**config.mk**
```make
export PLATFORM = sky130hd
export DESIGN_NAME = computer_nbit
export DESIGN_NICKNAME = d
export VERILOG_FILES = /design/src/rtl/computer_pkg.sv /design/src/rtl/computer_stack.sv /design/src/rtl/computer_nbit.sv
export SDC_FILE = /design/constraint.sdc
export NUM_CORES = 1
export LEC_CHECK = 0
export ABC_AREA = 1
export BUFFER_PORTS_ARGS = -buffer_cell sky130_fd_sc_hd__buf_4
export CORE_ASPECT_RATIO = 2
export CORE_MARGIN = 2
export CORE_UTILIZATION = 50
export CTS_CLUSTER_DIAMETER = 120
export DETAILED_ROUTE_END_ITERATION = 7
export GPL_TIMING_DRIVEN = 0
export PLACE_DENSITY = 0.64
export SLEW_MARGIN = 5
export SYNTH_ARGS = -nofsm -noshare
export SYNTH_HDL_FRONTEND = slang
export SYNTH_SLANG_ARGS = --single-unit
```
**constraint.sdc**
```tcl
create_clock -name clk -period 4.5 [get_ports clk]
set_input_delay 0.9 -clock clk [delete_from_list [all_inputs] [get_ports clk]]
set_output_delay 0.9 -clock clk [all_outputs]
set_load 0.02 [all_outputs]
```
**src/rtl/computer_pkg.sv**
```systemverilog
// Shared opcode and FSM state encodings for the computer_nbit core.
package computer_pkg;

    typedef enum logic [3:0] {
        OP_ADD  = 4'h0,
        OP_SUB  = 4'h1,
        OP_XCHG = 4'h2,
        OP_RCL  = 4'h3,
        OP_OUT  = 4'h4,
        OP_INC  = 4'h5,
        OP_LDB  = 4'h6,
        OP_MOVB = 4'h7,
        OP_JMP  = 4'h8,
        OP_PUSH = 4'h9,
        OP_POP  = 4'hA,
        OP_NOT  = 4'hB,
        OP_CALL = 4'hC,
        OP_RET  = 4'hD,
        OP_TEST = 4'hE,
        OP_HLT  = 4'hF
    } opcode_e;

    typedef enum logic [1:0] {
        S_IDLE,
        S_FETCH,
        S_EXEC,
        S_HALT
    } state_e;

endpackage

```
**src/rtl/computer_stack.sv**
```systemverilog
// Bounded LIFO with SP counter; flags a push when full or a pop when empty.
module computer_stack #(
    parameter int DATA_W      = 8,
    parameter int STACK_DEPTH = 8
) (
    input  logic              clk,
    input  logic              rst_n,
    input  logic              clr,
    input  logic              push,
    input  logic              pop,
    input  logic [DATA_W-1:0] din,
    output logic [DATA_W-1:0] dout,
    output logic              ovf,
    output logic              udf
);
    localparam int SP_W = $clog2(STACK_DEPTH) + 1;
    localparam logic [SP_W-1:0] FULL_SP = SP_W'(STACK_DEPTH);

    logic [DATA_W-1:0] mem [STACK_DEPTH];
    logic [SP_W-1:0]   sp;
    logic [SP_W-1:0]   sp_dec;
    logic              full;
    logic              empty;

    assign full   = (sp == FULL_SP);
    assign empty  = (sp == '0);
    assign ovf    = push && full;
    assign udf    = pop && empty;
    assign sp_dec = sp - SP_W'(1);
    assign dout   = mem[sp_dec[SP_W-2:0]];

    always_ff @(posedge clk or negedge rst_n) begin
        if (!rst_n)
            sp <= '0;
        else if (clr)
            sp <= '0;
        else if (push && !full)
            sp <= sp + SP_W'(1);
        else if (pop && !empty)
            sp <= sp_dec;
    end

    // Entries are not reset; SP alone defines what is live.
    always_ff @(posedge clk) begin
        if (push && !full)
            mem[sp[SP_W-2:0]] <= din;
    end

endmodule

```
**src/rtl/computer_nbit.sv**
```systemverilog
// Accumulator computer core: FETCH/EXEC FSM, A/B datapath, instruction and data memory.
module computer_nbit
    import computer_pkg::*;
#(
    parameter int DATA_W      = 8,
    parameter int ADDR_W      = 4,
    parameter int STACK_DEPTH = 8
) (
    input  logic                clk,
    input  logic                rst_n,
    input  logic                load_en,
    input  logic [ADDR_W-1:0]   load_addr,
    input  logic [4+DATA_W-1:0] load_ins,
    input  logic [DATA_W-1:0]   load_data,
    input  logic                start,
    output logic [DATA_W-1:0]   d_out,
    output logic                out_valid,
    output logic                ZF,
    output logic                CF,
    output logic                busy,
    output logic                halted,
    output logic                stack_err
);
    localparam int IW    = 4 + DATA_W;
    localparam int DEPTH = 2 ** ADDR_W;

    logic [IW-1:0]     imem [DEPTH];
    logic [DATA_W-1:0] dmem [DEPTH];

    state_e            state;
    logic [ADDR_W-1:0] ip;
    logic [IW-1:0]     ir;
    logic [DATA_W-1:0] a, b;

    opcode_e           op;
    logic [DATA_W-1:0] opnd;
    logic [ADDR_W-1:0] addr;
    logic [ADDR_W-1:0] ip_inc;
    logic [DATA_W:0]   sum, diff;
    logic [DATA_W-1:0] a_inc, a_not;
    logic              idle_like, exec;
    logic              stk_push, stk_pop, stk_ovf, stk_udf, fault;
    logic [DATA_W-1:0] stk_din, stk_dout;

    assign op        = opcode_e'(ir[3:0]);
    assign opnd      = ir[IW-1:4];
    assign addr      = opnd[ADDR_W-1:0];
    assign ip_inc    = ip + ADDR_W'(1);
    assign sum       = {1'b0, a} + {1'b0, b};
    assign diff      = {1'b0, a} - {1'b0, b};
    assign a_inc     = a + DATA_W'(1);
    assign a_not     = ~a;
    assign idle_like = (state == S_IDLE) || (state == S_HALT);
    assign exec      = (state == S_EXEC);

    assign stk_push = exec && (op == OP_PUSH || op == OP_CALL);
    assign stk_pop  = exec && (op == OP_POP  || op == OP_RET);
    assign stk_din  = (op == OP_CALL) ? DATA_W'(ip_inc) : b;
    assign fault    = stk_ovf || stk_udf;

    computer_stack #(
        .DATA_W      (DATA_W),
        .STACK_DEPTH (STACK_DEPTH)
    ) u_stack (
        .clk   (clk),
        .rst_n (rst_n),
        .clr   (start && idle_like),
        .push  (stk_push),
        .pop   (stk_pop),
        .din   (stk_din),
        .dout  (stk_dout),
        .ovf   (stk_ovf),
        .udf   (stk_udf)
    );

    // Memories survive reset; the loader owns them outside of execution.
    always_ff @(posedge clk) begin
        if (load_en && idle_like) begin
            imem[load_addr] <= load_ins;
            dmem[load_addr] <= load_data;
        end
    end

    always_ff @(posedge clk or negedge rst_n) begin
        if (!rst_n) begin
            state     <= S_IDLE;
            ip        <= '0;
            ir        <= '0;
            a         <= '0;
            b         <= '0;
            d_out     <= '0;
            out_valid <= 1'b0;
            ZF        <= 1'b0;
            CF        <= 1'b0;
            busy      <= 1'b0;
            halted    <= 1'b0;
            stack_err <= 1'b0;
        end else begin
            out_valid <= 1'b0;
            case (state)
                S_IDLE, S_HALT: begin
                    if (start) begin
                        state     <= S_FETCH;
                        ip        <= '0;
                        a         <= '0;
                        b         <= '0;
                        ZF        <= 1'b0;
                        CF        <= 1'b0;
                        busy      <= 1'b1;
                        halted    <= 1'b0;
                        stack_err <= 1'b0;
                    end
                end
                S_FETCH: begin
                    ir    <= imem[ip];
                    state <= S_EXEC;
                end
                S_EXEC: begin
                    state <= S_FETCH;
                    ip    <= ip_inc;
                    if (fault) begin
                        // Faulting op leaves IP, B and the stack as they were.
                        ip        <= ip;
                        stack_err <= 1'b1;
                        halted    <= 1'b1;
                        busy      <= 1'b0;
                        state     <= S_HALT;
                    end else begin
                        case (op)
                            OP_ADD:  begin
                                {CF, a} <= sum;
                                ZF      <= (sum[DATA_W-1:0] == '0);
                            end
                            OP_SUB:  begin
                                {CF, a} <= diff;
                                ZF      <= (diff[DATA_W-1:0] == '0);
                            end
                            OP_XCHG: begin
                                a <= b;
                                b <= a;
                            end
                            OP_RCL:  {CF, a} <= {a, CF};
                            OP_OUT:  begin
                                d_out     <= a;
                                out_valid <= 1'b1;
                            end
                            OP_INC:  begin
                                a  <= a_inc;
                                ZF <= (a_inc == '0);
                            end
                            OP_LDB:  b <= dmem[addr];
                            OP_MOVB: b <= opnd;
                            OP_JMP:  ip <= addr;
                            OP_PUSH: ;
                            OP_POP:  b <= stk_dout;
                            OP_NOT:  begin
                                a  <= a_not;
                                ZF <= (a_not == '0);
                            end
                            OP_CALL: ip <= addr;
                            OP_RET:  ip <= stk_dout[ADDR_W-1:0];
                            OP_TEST: ZF <= ((a & b) == '0);
                            OP_HLT:  begin
                                ip     <= ip;
                                halted <= 1'b1;
                                busy   <= 1'b0;
                                state  <= S_HALT;
                            end
                            default: ;
                        endcase
                    end
                end
                default: state <= S_IDLE;
            endcase
        end
    end

endmodule

```
==> results_dict.tcl <==
set metrics [dict create \
    final_nets 1938 \
    gp_congestion 0.9373 \
    routedWlPerCell_microns 23.26 \
    rsz0062_at_grt "false" \
    worst_pin_slew_ns 1.149 \
    hpwlAfterDp_microns 38290 \
    fillCellCount 3171 \
    synth_area_leader_cell "edfxtp_1" \
    die_y_microns 281.4 \
    dieArea_sq_um 40150 \
    synth.area.top_cells "edfxtp_1 (60%), dfrtp_1 (6.8%), nor2_1 (6.7%)" \
    cp_max_fo 10 \
    fin_crit_ns 3.364 \
    dp.cells 2308 \
    grt_max_degree 53 \
    path_cells "buf_2, clkinv_1, buf_2, ha_1, nand2_1, nor2_1, nand3b_2, inv_1, nand2_1, nor3_1" \
    insertion_delay_ns 0.55 \
    path_class "register to register" \
    antenna_found_initial 0 \
    wirelength_microns 55270 \
    drive_gt1_share_pct 9.043 \
    p_per_area_nw_per_um2 644.2 \
    cts_tree "done" \
    hold_class "primary input to async pin" \
    pre_cts_slack_ns 0.9605 \
    irDropWorstVdd_v 0.0003698 \
    antenna_cells 0 \
    multi_input_area_sq_um 5787 \
    synth_seq_area_share_pct 66.71 \
    hold_slack_ns 0.4062 \
    path_buf_inv 4 \
    fmax_mhz 297.3 \
    required_ns 4.68 \
    skew_ns 0.02050 \
    post-cts-setup-buffers 0 \
    syn_nets 1855 \
    regArea_sq_um 12830 \
    post-route-period-util_pct 74.75 \
    start_util_pct 50.74 \
    reg2reg_from "u_stack.sp[0]" \
    crit_path_end_kind "register" \
    maxSlewViolCount 0 \
    cts_root_buf "clkbuf_16" \
    port_buffers 41 \
    avgSynthCellArea_sq_um 10.67 \
    stdcell_count 2376 \
    clk_pin_slew_ns 0.07 \
    area_delta_synth_final_pct 12.33 \
    relSlewSlack_pct 22.84 \
    yosysUniqueCellTypes 40 \
    design_area_sq_um 21610 \
    post-route-util_pct 57.00 \
    dieWidth_microns 142.7 \
    ys.flop_type "edfxtp_1" \
    final_antenna_net_count 0 \
    grt-ovfl-total 0 \
    syn_area_sq_um 19240 \
    cp.arrival_ns 3.54 \
    htree_levels 2 \
    synth.top_cell.area_share_pct 59.95 \
    p_leak_nw 8.003 \
    cts_resized 0 \
    outcome "completed" \
    setup_slack_ns 1.136 \
    grt_pass1_wl_microns 82010 \
    critPathLaunch "u_stack.sp[0]" \
    viasPerCell 5.905 \
    path_delay_family "simple AND/OR/NAND/NOR gates" \
    setup_violations 0 \
    vias 14030 \
    ios 42 \
    synth_warnings 0 \
    cts-buffers-inserted 38 \
    drtIter0Drc 1245 \
    core-area_sq_um 37910 \
    finalPower_mw 13.92 \
    dr.pass1.iters 7 \
    maxCapViolCount 0 \
    track_usage_pct 27.69 \
    hold_buffers 0 \
    rows 101 \
    drcViolationCount 0 \
    cts_buffer_depth 3 \
    syn_inst 1802 \
    async_flop_share_pct 11.93 \
    fin_tns_setup_ns 0 \
    placed_area_sq_um 20290 \
    synth-edff-count 384 \
    hold_viol 0 \
    crit_path_max_incr_delay_ns 0.90 \
    setup.worst_path.start_class "register" \
    cts_num_sinks 436 \
    crit_slowest_cell "nor3_1" \
    grt_pass1_vias 14058 \
    ys_ff_latch 436 \
]
cells by family after synthesis:
family | share of synthesized area (%)
xor+xnor | 0.4033
compound gates | 10.82
simple gates | 16.48
flops | 66.71
buf+inv | 3.883
fa+ha+maj | 1.704
worst paths after layout:
kind	end	slack, ns	depth (start not counted)
max	u_stack.mem[1][0]	1.14	10
min	a[4]	0.41	1
max reg2reg	u_stack.mem[1][0]	1.14	10
min reg2reg	ZF	0.49	2
max in group asynchronous	ir[2]	3.60	1
min in group clk	ZF	0.49	2
layout by cell type, fill, tap and decap left out, types with 3 or more instances in the layout:
master / count
bufinv_16: 7
xnor2_1: 3
dfrtp_1: 52
o22ai_1: 15
buf_4: 41
o21ai_1: 5
inv_6: 4
clkinv_2: 7
o211ai_1: 20
edfxtp_1: 384
buf_1: 5
inv_1: 99
nor2_1: 328
xor2_1: 4
nand2_2: 4
a21oi_1: 26
nor3_2: 3
clkbuf_16: 38
o21ai_2: 3
clkbuf_1: 60
nor3_1: 6
ha_1: 23
clkinvlp_4: 5
buf_2: 22
inv_2: 5
nand3_1: 124
o21ai_0: 245
a31oi_1: 8
nor2_2: 8
clkinv_1: 5
nand2_1: 271
nor2_4: 17
nand4_1: 9
o221ai_1: 38
sequential cells by signal, summed over array words and instances (netlist names):
name	flops
a	8
ZF	1
stack_err	1
u_stack.sp	4
busy	1
ir	12
state	2
CF	1
dmem	128
imem	192
u_stack.mem	64
ip	4
d_out	8
halted	1
b	8
out_valid	1
layer usage:
layer / wire length (microns) / track usage, % / share of wire (%)
met5: 0 / 0 / 0
met4: 3425 / 16.78 / 6.2
met3: 2575 / 2.768 / 4.7
met2: 30350 / 51.92 / 55
met1: 18930 / 29.45 / 34
cells in the mapped netlist, types with 2 or more instances:
cell / count
a21oi_1: 26
a31oi_1: 8
buf_1: 5
buf_2: 22
clkbuf_1: 56
clkinv_1: 3
dfrtp_1: 52
edfxtp_1: 384
fa_1: 2
ha_1: 23
inv_1: 99
inv_2: 5
nand2_1: 271
nand2_2: 4
nand3_1: 124
nand4_1: 9
nor2_1: 344
nor2_2: 7
nor2_4: 2
nor3_1: 9
o211ai_1: 20
o21ai_0: 245
o21ai_1: 5
o21ai_2: 3
o21bai_1: 2
o221ai_1: 38
o22ai_1: 15
or2_2: 2
xnor2_1: 3
xor2_1: 4
worst reg2reg max path, cell delays in order, from the launching register on:
cell and delay [ns]:
dfrtp_1 0.36, buf_2 0.20, clkinv_1 0.27, buf_2 0.28
ha_1 0.28, nand2_1 0.09, nor2_1 0.05, nand3b_2 0.31
inv_1 0.14, nand2_1 0.11, nor3_1 0.90
area by class of cell:
cell class              count  area share, %
inverters                 108          1.888
well taps                 463          2.681
clock inverters            26          1.581
plain buffers              83          1.569
repair buffers             43          1.644
flip-flops and latches    436          59.39
clock buffers              42          4.470
multi-input cells        1175          26.78
where the power goes:
group	total, mW	leakage (nW)	internal (mW)	switching, mW
logic	5.50	3.19	1.52	3.97
registers	4.92	4.19	4.70	0.228
clock network	3.50	0.628	1.98	1.52
Note: power is estimated with default switching activity, not from simulation.
